[config.mk]
export PLATFORM = sky130hd
export DESIGN_NAME = draw_rect_flat
export DESIGN_NICKNAME = d
export VERILOG_FILES = /design/src/rtl/draw_rect_if.sv /design/src/rtl/draw_rect.sv /design/src/flat_wrapper.sv
export SDC_FILE = /design/constraint.sdc
export NUM_CORES = 1
export LEC_CHECK = 0
export BUFFER_PORTS_ARGS = -buffer_cell sky130_fd_sc_hd__clkbuf_2
export CAP_MARGIN = 20
export CORE_MARGIN = 3
export CORE_UTILIZATION = 56
export DETAILED_ROUTE_END_ITERATION = 10
export PLACE_DENSITY = 0.84
export SLEW_MARGIN = 15
export SYNTH_ARGS = -nofsm -noshare
export SYNTH_HDL_FRONTEND = slang
export SYNTH_SLANG_ARGS = --single-unit
export TNS_END_PERCENT = 1
[constraint.sdc]
create_clock -name pclk -period 4.3 [get_ports pclk]
set_input_delay 0.215 -clock pclk [delete_from_list [all_inputs] [get_ports pclk]]
set_output_delay 0.215 -clock pclk [all_outputs]
set_load 0.05 [all_outputs]
[src/rtl/draw_rect_if.sv]
`default_nettype none
// ============================================================================
//  Module   : draw_rect_if
//  Purpose  : VGA timing + pixel bus into and out of the rectangle overlay
//             stage, with the rectangle position request.
//  Revision : 1.0  initial release
// ============================================================================
interface draw_rect_if;
   // Timing and pixel stream from the upstream stage
   logic [10:0] hcount_in;
   logic        hsync_in;
   logic        hblnk_in;
   logic [10:0] vcount_in;
   logic        vsync_in;
   logic        vblnk_in;
   logic [11:0] rgb_in;
   // Requested rectangle top-left corner
   logic [11:0] xpos;
   logic [11:0] ypos;
   // Delayed timing and composited pixel
   logic [10:0] hcount_out;
   logic        hsync_out;
   logic        hblnk_out;
   logic [10:0] vcount_out;
   logic        vsync_out;
   logic        vblnk_out;
   logic [11:0] rgb_out;

   // Producer side (timing generator / bench)
   modport master (
      output hcount_in, hsync_in, hblnk_in, vcount_in, vsync_in, vblnk_in,
             rgb_in, xpos, ypos,
      input  hcount_out, hsync_out, hblnk_out, vcount_out, vsync_out,
             vblnk_out, rgb_out
   );

   // Overlay stage side
   modport slave (
      input  hcount_in, hsync_in, hblnk_in, vcount_in, vsync_in, vblnk_in,
             rgb_in, xpos, ypos,
      output hcount_out, hsync_out, hblnk_out, vcount_out, vsync_out,
             vblnk_out, rgb_out
   );
endinterface
`default_nettype wire

[src/rtl/draw_rect.sv]
`default_nettype none
// ============================================================================
//  Module   : draw_rect
//  Purpose  : Overlays a solid, frame-synchronised rectangle on the VGA
//             pixel stream. Two-cycle pipeline; timing is delayed to stay
//             aligned with the composited colour.
//  Revision : 1.0  initial release
// ============================================================================
module draw_rect #(
   parameter int          RECT_W   = 64,
   parameter int          RECT_H   = 32,
   parameter logic [11:0] RECT_RGB = 12'hF80,
   parameter int          H_ACTIVE = 800,
   parameter int          V_ACTIVE = 600
) (
   input wire          pclk,
   input wire          rst,
   draw_rect_if.slave  io_vga
);

   // 13-bit constants so that position + size can never wrap
   localparam logic [12:0] c_RECT_W   = 13'(RECT_W);
   localparam logic [12:0] c_RECT_H   = 13'(RECT_H);
   localparam logic [12:0] c_H_ACTIVE = 13'(H_ACTIVE);
   localparam logic [12:0] c_V_ACTIVE = 13'(V_ACTIVE);

   // Latched position and vblank edge detector
   logic        r_vblnk_prev;
   logic [11:0] r_x;
   logic [11:0] r_y;

   // Stage 1
   logic [10:0] r_hcount_s1, r_vcount_s1;
   logic        r_hsync_s1, r_hblnk_s1, r_vsync_s1, r_vblnk_s1;
   logic [11:0] r_rgb_s1;
   logic        r_hit_s1;

   // Stage 2
   logic [10:0] r_hcount_s2, r_vcount_s2;
   logic        r_hsync_s2, r_hblnk_s2, r_vsync_s2, r_vblnk_s2;
   logic [11:0] r_rgb_s2;

   // Hit test on the current input pixel, all in 13-bit unsigned
   logic [12:0] w_h, w_v, w_x, w_y, w_x_end, w_y_end;
   logic        w_hit;

   assign w_h     = {2'b00, io_vga.hcount_in};
   assign w_v     = {2'b00, io_vga.vcount_in};
   assign w_x     = {1'b0, r_x};
   assign w_y     = {1'b0, r_y};
   assign w_x_end = w_x + c_RECT_W;
   assign w_y_end = w_y + c_RECT_H;
   assign w_hit   = (w_h >= w_x) && (w_h < w_x_end) &&
                    (w_v >= w_y) && (w_v < w_y_end) &&
                    (w_h < c_H_ACTIVE) && (w_v < c_V_ACTIVE);

   // Capture the requested position only on the rising edge of vblank
   always_ff @(posedge pclk) begin
      if (rst) begin
         r_vblnk_prev <= 1'b0;
         r_x          <= '0;
         r_y          <= '0;
      end else begin
         r_vblnk_prev <= io_vga.vblnk_in;
         if (io_vga.vblnk_in && !r_vblnk_prev) begin
            r_x <= io_vga.xpos;
            r_y <= io_vga.ypos;
         end
      end
   end

   // Stage 1: register timing, upstream colour and the hit flag
   always_ff @(posedge pclk) begin
      if (rst) begin
         r_hcount_s1 <= '0;
         r_vcount_s1 <= '0;
         r_hsync_s1  <= 1'b0;
         r_hblnk_s1  <= 1'b0;
         r_vsync_s1  <= 1'b0;
         r_vblnk_s1  <= 1'b0;
         r_rgb_s1    <= '0;
         r_hit_s1    <= 1'b0;
      end else begin
         r_hcount_s1 <= io_vga.hcount_in;
         r_vcount_s1 <= io_vga.vcount_in;
         r_hsync_s1  <= io_vga.hsync_in;
         r_hblnk_s1  <= io_vga.hblnk_in;
         r_vsync_s1  <= io_vga.vsync_in;
         r_vblnk_s1  <= io_vga.vblnk_in;
         r_rgb_s1    <= io_vga.rgb_in;
         r_hit_s1    <= w_hit;
      end
   end

   // Stage 2: blanking forces black, then rectangle, then upstream pixel
   always_ff @(posedge pclk) begin
      if (rst) begin
         r_hcount_s2 <= '0;
         r_vcount_s2 <= '0;
         r_hsync_s2  <= 1'b0;
         r_hblnk_s2  <= 1'b0;
         r_vsync_s2  <= 1'b0;
         r_vblnk_s2  <= 1'b0;
         r_rgb_s2    <= '0;
      end else begin
         r_hcount_s2 <= r_hcount_s1;
         r_vcount_s2 <= r_vcount_s1;
         r_hsync_s2  <= r_hsync_s1;
         r_hblnk_s2  <= r_hblnk_s1;
         r_vsync_s2  <= r_vsync_s1;
         r_vblnk_s2  <= r_vblnk_s1;
         if (r_hblnk_s1 || r_vblnk_s1)
            r_rgb_s2 <= 12'h000;
         else if (r_hit_s1)
            r_rgb_s2 <= RECT_RGB;
         else
            r_rgb_s2 <= r_rgb_s1;
      end
   end

   assign io_vga.hcount_out = r_hcount_s2;
   assign io_vga.vcount_out = r_vcount_s2;
   assign io_vga.hsync_out  = r_hsync_s2;
   assign io_vga.hblnk_out  = r_hblnk_s2;
   assign io_vga.vsync_out  = r_vsync_s2;
   assign io_vga.vblnk_out  = r_vblnk_s2;
   assign io_vga.rgb_out    = r_rgb_s2;

endmodule
`default_nettype wire

[src/flat_wrapper.sv]
// flat-port wrapper written by rule: the top's interface ports become plain ports
module draw_rect_flat 
#(
   parameter int          RECT_W   = 64,
   parameter int          RECT_H   = 32,
   parameter logic [11:0] RECT_RGB = 12'hF80,
   parameter int          H_ACTIVE = 800,
   parameter int          V_ACTIVE = 600
)
  (pclk, rst, io_vga_hcount_in, io_vga_hsync_in, io_vga_hblnk_in, io_vga_vcount_in, io_vga_vsync_in, io_vga_vblnk_in, io_vga_rgb_in, io_vga_xpos, io_vga_ypos, io_vga_hcount_out, io_vga_hsync_out, io_vga_hblnk_out, io_vga_vcount_out, io_vga_vsync_out, io_vga_vblnk_out, io_vga_rgb_out);
  draw_rect_if io_vga_i ();
  input wire pclk;
  input wire rst;
  input wire logic [$bits(io_vga_i.hcount_in)-1:0] io_vga_hcount_in;
  input wire logic [$bits(io_vga_i.hsync_in)-1:0] io_vga_hsync_in;
  input wire logic [$bits(io_vga_i.hblnk_in)-1:0] io_vga_hblnk_in;
  input wire logic [$bits(io_vga_i.vcount_in)-1:0] io_vga_vcount_in;
  input wire logic [$bits(io_vga_i.vsync_in)-1:0] io_vga_vsync_in;
  input wire logic [$bits(io_vga_i.vblnk_in)-1:0] io_vga_vblnk_in;
  input wire logic [$bits(io_vga_i.rgb_in)-1:0] io_vga_rgb_in;
  input wire logic [$bits(io_vga_i.xpos)-1:0] io_vga_xpos;
  input wire logic [$bits(io_vga_i.ypos)-1:0] io_vga_ypos;
  output wire logic [$bits(io_vga_i.hcount_out)-1:0] io_vga_hcount_out;
  output wire logic [$bits(io_vga_i.hsync_out)-1:0] io_vga_hsync_out;
  output wire logic [$bits(io_vga_i.hblnk_out)-1:0] io_vga_hblnk_out;
  output wire logic [$bits(io_vga_i.vcount_out)-1:0] io_vga_vcount_out;
  output wire logic [$bits(io_vga_i.vsync_out)-1:0] io_vga_vsync_out;
  output wire logic [$bits(io_vga_i.vblnk_out)-1:0] io_vga_vblnk_out;
  output wire logic [$bits(io_vga_i.rgb_out)-1:0] io_vga_rgb_out;
  assign io_vga_i.hcount_in = io_vga_hcount_in;
  assign io_vga_i.hsync_in = io_vga_hsync_in;
  assign io_vga_i.hblnk_in = io_vga_hblnk_in;
  assign io_vga_i.vcount_in = io_vga_vcount_in;
  assign io_vga_i.vsync_in = io_vga_vsync_in;
  assign io_vga_i.vblnk_in = io_vga_vblnk_in;
  assign io_vga_i.rgb_in = io_vga_rgb_in;
  assign io_vga_i.xpos = io_vga_xpos;
  assign io_vga_i.ypos = io_vga_ypos;
  assign io_vga_hcount_out = io_vga_i.hcount_out;
  assign io_vga_hsync_out = io_vga_i.hsync_out;
  assign io_vga_hblnk_out = io_vga_i.hblnk_out;
  assign io_vga_vcount_out = io_vga_i.vcount_out;
  assign io_vga_vsync_out = io_vga_i.vsync_out;
  assign io_vga_vblnk_out = io_vga_i.vblnk_out;
  assign io_vga_rgb_out = io_vga_i.rgb_out;
  draw_rect #(.RECT_W(RECT_W), .RECT_H(RECT_H), .RECT_RGB(RECT_RGB), .H_ACTIVE(H_ACTIVE), .V_ACTIVE(V_ACTIVE)) u_core (.pclk(pclk), .rst(rst), .io_vga(io_vga_i));
endmodule
==> summary.md, run 1 <==
| Metric | Value |
|---|---|
| Worst skew pair latency | `around 0.35 ns` |
| CP Capture Point | `u_core.r_hit_s1$_SDFF_PP0_` |
| H-Tree Depth | `3` |
| Req. time, crit path | `around 4.6 ns` |
| Leak Pwr | `2.11 nW` |
| Yosys Warn Count | `0` |
| Hold buffer count at cts | `0` |
| Pre-CTS WS | `2.12 ns` |
| Site Rows | `30` |
| Top-area cell type share of the netlist area | `0.511` |
| RSZ-0062 raised after global routing | `no` |
| Cell area after layout | `about 4700 um^2` |
| Placed Area | `4530 um^2` |
| Crit-path max FO | `6` |
| VDD IR max | `0.183 mV` |
| Detailed placement HPWL | `5.57 mm` |
| Kind of critical path | `register to register` |
| Max-Cap Viols | `0` |
| Gr usage total | `0.188` |
| Top-Level Pins | `102` |
| Post-route antenna net violation count | `0` |
| Final Max Slew Viols | `0` |
| Via count | `approximately 3000` |
| Fin worst setup slack | `2.12 ns` |
| R2R cell count | `8` |
| # diodes | `0` |
| Layout cell share with drive strength beyond 1 | `0.237` |
| Initial antenna violation count | `0` |
| Final core utilization | `0.690` |
| Worst hold slack | `about 0.062 ns` |
| Sw Ratio | `0.280` |
| CTS tree | `done` |
| Yosys top cell by area | `dfxtp_1` |
| FF+latch count, synth | `101` |
| Die Height | `90.1 um` |
| CTS Buf Count | `9` |
| Max clock buf depth | `2` |
| Final period util | `0.507` |
| Sequential fraction of design power | `0.554` |
| CP Capture Type | `register` |
| Main area contributors after synthesis | `dfxtp_1, ha_1, nor2b_1, a21oi_1, nand2_1` |
| NetSw | `about 0.5 mW` |
| CP startpoint | `u_core.r_x[6]$_SDFFE_PP0P_` |
| Layout area overhead | `19.0%` |
| Async set-reset flop share out of synthesis | `0` |
| R2r setup slk | `2.12 ns` |
| Post-CTS Setup Bufs | `0` |
| Clock network power share | `0.304` |
| Main synth FF type | `dfxtp_1` |
| Grt ovf | `0` |
| Setup violations, final | `0` |
| Core Region | `approximately 6800 um^2` |
| Routed Wire Length | `7.53 mm` |
| Filler cells | `552` |
| Setup TNS | `0 ns` |
| Starting Density | `0.579` |
| Status | `finished, final reports clean` |
| First-pass GRT wire length | `12.5 mm` |
| Root Driver | `clkbuf_8` |
| Drt initial violations | `85` |
| GPL Wtd Cong | `0.839` |
| CP arrival | `between 2 and 2.5 ns` |
| Highest Clock Rate | `~460 MHz` |
| Full die area | `approximately 8100 um^2` |
| Cell area power density | `382 nW/um^2` |
| Synthesized area per cell | `9.47 um^2` |
| Routed len/inst | `12.2 um` |
| Worst-margin pin slew | `0.923 ns` |
| Final hold vios | `0` |
| Post-synthesis sequential area ratio | `0.511` |
| Pin count of the biggest net entering global routing | `79` |
| Startpoint types | `register` |
| Worst rel slew slack | `0.382` |
| Type of the worst min-delay path | `input port to register` |
| Final Skew | `0.00699 ns` |
| Number of synthesized flops with an enable pin | `0` |
| Num Clock Sinks | `a little over 100` |
| Netlist Area Pre-Place | `about 4000 um^2` |
| Nets | `roughly 600` |
| Gate power share | `0.142` |
| DRT Pass-1 Iters | `4` |
| P_int | `1.30 mW` |
| Syn Nets | `517` |
| # port buffers | `101` |
| Vias in the first global route | `2867` |
| CTS resizes | `0` |
| # DRC | `0` |
| Worst reg2reg path endpoint | `u_core.r_hit_s1$_SDFF_PP0_` |
| Min cycle time layout | `2.18 ns` |
| Mapped Cells | `418` |
| Post-synthesis cell type count | `38` |
| Die width | `90.1 um` |
| Clock Pin Slew Worst Setup and Hold Paths | `0.10 ns` |
| Reg2reg start | `u_core.r_x[6]$_SDFFE_PP0P_` |
| Via density | `4.83` |
-- layout make-up --
cell class              count  area, um^2  area share
flip-flops and latches    101        2020       0.429
well taps                  96         120      0.0255
inverters                  28         105      0.0223
repair buffers            102         513       0.109
clock buffers               9         124      0.0263
clock inverters             7        57.6      0.0122
multi-input cells         273        1770       0.376
-- worst max-delay path, stage by stage, from the launching register on --
cell and delay, ns:
dfxtp_1 0.42, ha_1 0.23, nand3_1 0.10, xnor2_1 0.14, ha_1 0.29, a21oi_1 0.14, o2111ai_1 0.11, a2111o_1 0.42
a2111oi_2 0.22
-- Yosys cell counts (2+ instances only) --
master and number:
dfxtp_1 101, nor2b_1 64, nand2_1 57, a21oi_1 43
ha_1 35, inv_1 27, clkbuf_1 14, nor2_1 8
and2_1 7, nand3_1 7, o21ai_0 7, xnor2_1 7
a21o_1 5, o21a_1 5, nand2b_1 3, nor3_1 3
and4_1 2, nor4_1 2, o2111ai_1 2
-- worst min path at each step --
stage / cells past startpoint / slack [ns] / start / endpoint
global route: 2 / 0.05 / io_vga_rgb_in[6] / u_core.r_rgb_s1[6]$_SDFF_PP0_
finish: 2 / 0.06 / io_vga_rgb_in[6] / u_core.r_rgb_s1[6]$_SDFF_PP0_
detailed placement: 1 / 0.41 / u_core.r_rgb_s1[4]$_SDFF_PP0_ / u_core.io_vga.rgb_out[4]$_SDFF_PP0_
global placement: 1 / 0.41 / u_core.r_rgb_s1[4]$_SDFF_PP0_ / u_core.io_vga.rgb_out[4]$_SDFF_PP0_
CTS: 2 / 0.05 / io_vga_rgb_in[6] / u_core.r_rgb_s1[6]$_SDFF_PP0_
floorplan: 1 / 0.34 / io_vga_hblnk_in / u_core.r_hblnk_s1$_SDFF_PP0_
-- state kept, by name, indices dropped and copies added (netlist names), 11 cells and up --
register                  flops
u_core.io_vga.rgb_out        12
u_core.r_rgb_s1              12
u_core.r_x                   12
u_core.r_y                   12
u_core.io_vga.hcount_out     11
u_core.io_vga.vcount_out     11
u_core.r_hcount_s1           11
u_core.r_vcount_s1           11
-- power groups by stage --
stage / logic (mW) / clock network [mW] / registers [mW]
after floorplan: 0.132 / 0 / 1.06
after CTS: 0.258 / 0.563 / 0.999
final: 0.256 / 0.548 / 0.999
after global routing: 0.286 / 0.601 / 1.00
after global placement: 0.247 / 0 / 1.02
after detailed placement: 0.255 / 0 / 1.02
-- metal layers --
metal	vias up	share of wire	GRT usage
met2	88	0.47	0.315
met1	1306	0.45	0.226
met4	0	0.020	0.0816
met5	-	0	0
met3	16	0.058	0.0502
li1	1566	-	-
-- layout by cell type, fill, tap and decap left out, drive strengths merged, types with 3 or more instances in the layout --
cell type and count:
inv 31, nor2 9, ha 35, a21o 5
nor3 3, nor2b 64, o21ai 7, a21oi 43
nand2 57, clkbuf 109, nand2b 3, xnor2 7
o21a 5, nand3 7, and2 7, dfxtp 101
-- cell families after synthesis --
group                      count (synthesis)  synth area share
DFF                                      101             0.511
and+or+nand+nor                          157             0.207
xor gates and xnor gates                   7            0.0155
AOI/OAI and AO/OA                         73             0.111
buffers and inverters                     44            0.0427
muxes                                      1           0.00284
adders and majority gates                 35             0.111
-- stage by stage --
step,power (mW),instances
finish,1.80,616
floorplan,1.20,418
global route,1.89,616
global placement,1.27,600
detailed placement,1.28,600
CTS,1.82,616
Note: power is estimated with default switching activity, not from simulation.
==> inputs of run 2 (changes only) <==
--- a/config.mk
+++ b/config.mk
@@ -5,12 +5,13 @@
 export SDC_FILE = /design/constraint.sdc
 export NUM_CORES = 1
 export LEC_CHECK = 0
+export ABC_AREA = 1
 export BUFFER_PORTS_ARGS = -buffer_cell sky130_fd_sc_hd__clkbuf_2
 export CAP_MARGIN = 20
 export CORE_MARGIN = 3
-export CORE_UTILIZATION = 56
+export CORE_UTILIZATION = 53
 export DETAILED_ROUTE_END_ITERATION = 10
-export PLACE_DENSITY = 0.84
+export PLACE_DENSITY = 0.8
 export SLEW_MARGIN = 15
 export SYNTH_ARGS = -nofsm -noshare
 export SYNTH_HDL_FRONTEND = slang
==> constraint.sdc (replaced) <==
create_clock -name pclk -period 2.1 [get_ports pclk]
set_input_delay 0.105 -clock pclk [delete_from_list [all_inputs] [get_ports pclk]]
set_output_delay 0.105 -clock pclk [all_outputs]
set_load 0.05 [all_outputs]
==> run 2 against run 1 <==
Critical path depth up 6. First-iteration DRC count up 35%. Sequential share of layout area fell by 4.6 points. Largest power group unchanged.
==> summary.md, run 2 <==
| Metric | Value |
|---|---|
| Final Skew | `0.0143 ns (was 0.00699 ns)` |
| Async set-reset flop share out of synthesis | `0 (unchanged)` |
| # DRC | `0 (unchanged)` |
| Top-area cell type share of the netlist area | `0.497 (was 0.511)` |
| FF+latch count, synth | `101 (unchanged)` |
| # diodes | `0 (unchanged)` |
| Num Clock Sinks | `101 (unchanged)` |
| # port buffers | `101 (unchanged)` |
| Final Power | `4.11 mW (was 1.80 mW)` |
| Clock network power share | `0.336 (was 0.304)` |
| CP arrival | `2.25 ns (was 2.43 ns)` |
| Sequential fraction of design power | `0.500 (was 0.554)` |
| Root Driver | `clkbuf_8 (unchanged)` |
| Type of the worst min-delay path | `input port to register (unchanged)` |
| Worst skew pair latency | `0.36 ns (was 0.35 ns)` |
| Die Height | `93.6 um (was 90.1 um)` |
| Cell area after layout | `5270 um^2 (was 4710 um^2)` |
| Kind of critical path | `register to register (unchanged)` |
| Leak Pwr | `2.68 nW (was 2.11 nW)` |
| Cell area power density | `780 nW/um^2 (was 382 nW/um^2)` |
| Max-Cap Viols | `0 (unchanged)` |
| Max clock buf depth | `2 (unchanged)` |
| R2R cell count | `14 (was 8)` |
| Post-CTS Setup Bufs | `0 (unchanged)` |
| Full die area | `8770 um^2 (was 8110 um^2)` |
| CTS resizes | `0 (unchanged)` |
| Synth top cells by count | `inv_1, nor2_1, dfxtp_1, nand2_1, a21oi_1 (was dfxtp_1, nor2b_1, nand2_1, a21oi_1, ha_1)` |
| Setup violations, final | `0 (unchanged)` |
| Netlist Area Pre-Place | `4070 um^2 (was 3960 um^2)` |
| Max stage delay cell, worst path | `dfxtp_1 (unchanged)` |
| Worst-margin pin slew | `0.611 ns (was 0.923 ns)` |
| CTS tree | `done (unchanged)` |
| Yosys Warn Count | `0 (unchanged)` |
| Critical path's largest stage delay | `0.41 ns (was 0.42 ns)` |
| Final hold vios | `0 (unchanged)` |
| Sw Ratio | `0.279 (was 0.280)` |
| Nets | `753 (was 614)` |
| H-Tree Depth | `3 (unchanged)` |
| Placed Area | `4660 um^2 (was 4530 um^2)` |
| Top-Level Pins | `102 (unchanged)` |
| Pin count of the biggest net entering global routing | `47 (was 79)` |
| Worst reg2reg path endpoint | `u_core.r_hit_s1$_SDFF_PP0_ (unchanged)` |
| Detailed placement HPWL | `6.50 mm (was 5.57 mm)` |
| Grt ovf | `0 (unchanged)` |
| CP Capture Type | `register (unchanged)` |
| Die width | `93.6 um (was 90.1 um)` |
| Number of synthesized flops with an enable pin | `0 (unchanged)` |
| Core Region | `7370 um^2 (was 6830 um^2)` |
| First-pass GRT wire length | `15.4 mm (was 12.5 mm)` |
| Critical path's most frequent cell | `nand2_1 (was ha_1)` |
| Worst rel slew slack | `0.592 (was 0.382)` |
| Syn Nets | `615 (was 517)` |
| Post-route antenna net violation count | `0 (unchanged)` |
| Via count | `3546 (was 2976)` |
| Status | `finished, final reports clean (unchanged)` |
| Site Rows | `31 (was 30)` |
| CP Capture Point | `u_core.r_hit_s1$_SDFF_PP0_ (unchanged)` |
| VDD IR max | `0.508 mV (was 0.183 mV)` |
| Routed len/inst | `12.3 um (was 12.2 um)` |
| Vias in the first global route | `3536 (was 2867)` |
| R2r setup slk | `0.15 ns (was 2.12 ns)` |
| Synthesized area per cell | `7.89 um^2 (was 9.47 um^2)` |
| Main synth FF type | `dfxtp_1 (unchanged)` |
| DRT Pass-1 Iters | `4 (unchanged)` |
| Commonest non-fill, non-tap cell in the layout | `inv_1 (was dfxtp_1)` |
| Drt initial violations | `115 (was 85)` |
| Startpoint types | `register (unchanged)` |
| Req. time, crit path | `2.39 ns (was 4.55 ns)` |
| CTS Buf Count | `9 (unchanged)` |
| Highest Clock Rate | `512 MHz (was 458 MHz)` |
| Routed Wire Length | `9.30 mm (was 7.53 mm)` |
| Main area contributors after synthesis | `dfxtp_1, ha_1, inv_1, nor2_1, a21oi_1 (was dfxtp_1, ha_1, nor2b_1, a21oi_1, nand2_1)` |
| Yosys top cell by area | `dfxtp_1 (unchanged)` |
| Setup TNS | `0 ns (unchanged)` |
| Min cycle time layout | `1.95 ns (was 2.18 ns)` |
| P_int | `2.97 mW (was 1.30 mW)` |
| Crit-path max FO | `4 (was 6)` |
| CP startpoint | `u_core.r_x[6]$_SDFFE_PP0P_ (unchanged)` |
| NetSw | `1.15 mW (was 0.504 mW)` |
| Layout area overhead | `29.5% (was 19.0%)` |
| Most common cell in the netlist | `inv_1 (was dfxtp_1)` |
| Hold buffer count at cts | `38 (was 0)` |
| Clock Pin Slew Worst Setup and Hold Paths | `0.11 ns (was 0.10 ns)` |
| Initial antenna violation count | `0 (unchanged)` |
| Mapped Cells | `516 (was 418)` |
| CP delay by family, top | `simple AND/OR/NAND/NOR gates (was compound AO/OA/AOI/OAI gates)` |
| Cell-by-cell trace of the critical path | `ha_1, xnor2_1, ha_1, nand2_1, inv_1, nand2_1, nand2_1, nand2_1, nand2_1, nand2_1, nand2_1, nor2_1, nand3_1, nor2_1 (was ha_1, nand3_1, xnor2_1, ha_1, a21oi_1, o2111ai_1, a2111o_1, a2111oi_2)` |
| Gate power share | `0.164 (was 0.142)` |
| Via density | `4.68 (was 4.83)` |
| Starting Density | `0.552 (was 0.579)` |
| Final period util | `0.930 (was 0.507)` |
| RSZ-0062 raised after global routing | `no (unchanged)` |
| Reg2reg start | `u_core.r_x[6]$_SDFFE_PP0P_ (unchanged)` |
| GPL Wtd Cong | `0.938 (was 0.839)` |
| Crit path depth | `14 (was 8)` |
| Layout cell share with drive strength beyond 1 | `0.191 (was 0.237)` |
| Post-synthesis cell type count | `25 (was 38)` |
| Gr usage total | `0.221 (was 0.188)` |
| Most frequent cells in the layout | `inv_1, nor2_1, clkbuf_2, dfxtp_1, nand2_1 (was dfxtp_1, clkbuf_2, nor2b_1)` |
| Buffers plus inverters on the worst setup path | `1 (was 0)` |
| Post-synthesis sequential area ratio | `0.497 (was 0.511)` |
| Final Max Slew Viols | `0 (unchanged)` |
[run 2: changes by cell type in the layout (fill, tap and decap cells not counted), sizes merged, moves of 4 or more]
cell         before  now
nor2              9  104
inv              31  112
nor2b            64    0
dlygate4sd3       0   38
o21ai             7   34
nand2            57   45
and2              7    0
a21o              5    0
o21a              5    0
xnor2             7    2
nand3             7   11
[run 2: final cells by class]
type                            count  area [um^2]
Clock buffer                        9          124
Clock inverter                      7          105
Fill cell                         570         2100
Inverter                          111          417
Multi-Input combinational cell    290         1580
Sequential cell                   101         2020
Tap cell                           99          124
Timing Repair Buffer              141          901
[run 2: routing by layer]
layer / vias to the layer above / routed length [um] / track usage
met5: - / 0 / 0
li1: 1845 / - / -
met3: 29 / 444 / 0.0386
met4: 0 / 293 / 0.107
met1: 1566 / 3860 / 0.253
met2: 106 / 4700 / 0.395
[run 2: through the flow]
| step | worst slack, ns | util | hold slack (ns) | instances |
|---|---|---|---|---|
| after floorplan | 0.475 | - | 0.212 | 516 |
| after global placement | 0.395 | 0.633 | 0.300 | 704 |
| after detailed placement | 0.249 | 0.633 | 0.304 | 704 |
| after CTS | 0.188 | 0.715 | 0.00248 | 758 |
| after global routing | 0.0419 | 0.715 | 0.00710 | 758 |
| final | 0.146 | 0.715 | 0.0161 | 758 |
[run 2: logic make-up after synthesis]
| family | count (synthesis) | synth area share |
|---|---|---|
| compound gates | 77 | 0.0971 |
| xor+xnor | 5 | 0.0108 |
| fa+ha+maj | 35 | 0.108 |
| buf+inv | 125 | 0.115 |
| flops | 101 | 0.497 |
| simple gates | 173 | 0.173 |
[run 2: worst min-delay path by stage]
stage               slack, ns  cells past startpoint                 from                               end
global route            0.007                      3       io_vga_xpos[5]        u_core.r_x[5]$_SDFFE_PP0P_
finish                   0.02                      3       io_vga_xpos[5]        u_core.r_x[5]$_SDFFE_PP0P_
detailed placement       0.30                      3     io_vga_rgb_in[0]     u_core.r_rgb_s1[0]$_SDFF_PP0_
floorplan                0.21                      2      io_vga_hblnk_in      u_core.r_hblnk_s1$_SDFF_PP0_
CTS                     0.002                      3  io_vga_hcount_in[8]  u_core.r_hcount_s1[8]$_SDFF_PP0_
global placement         0.30                      3     io_vga_rgb_in[0]     u_core.r_rgb_s1[0]$_SDFF_PP0_
[run 2: power groups by stage]
stage | clock network (mW) | registers [mW] | logic [mW]
5_1_grt | 1.49 | 2.07 | 0.760
6_report | 1.38 | 2.06 | 0.673
3_3_place_gp | 0 | 2.10 | 0.580
2_1_floorplan | 0 | 2.19 | 0.325
4_1_cts | 1.40 | 2.06 | 0.669
3_5_place_dp | 0 | 2.10 | 0.606
[run 2: worst min-delay path, delay by kind of cell]
| family | cells | cell delay (ns) |
|---|---|---|
| AO/OA/AOI/OAI | 2 | 0.17 |
| buffers and inverters | 1 | 0.07 |
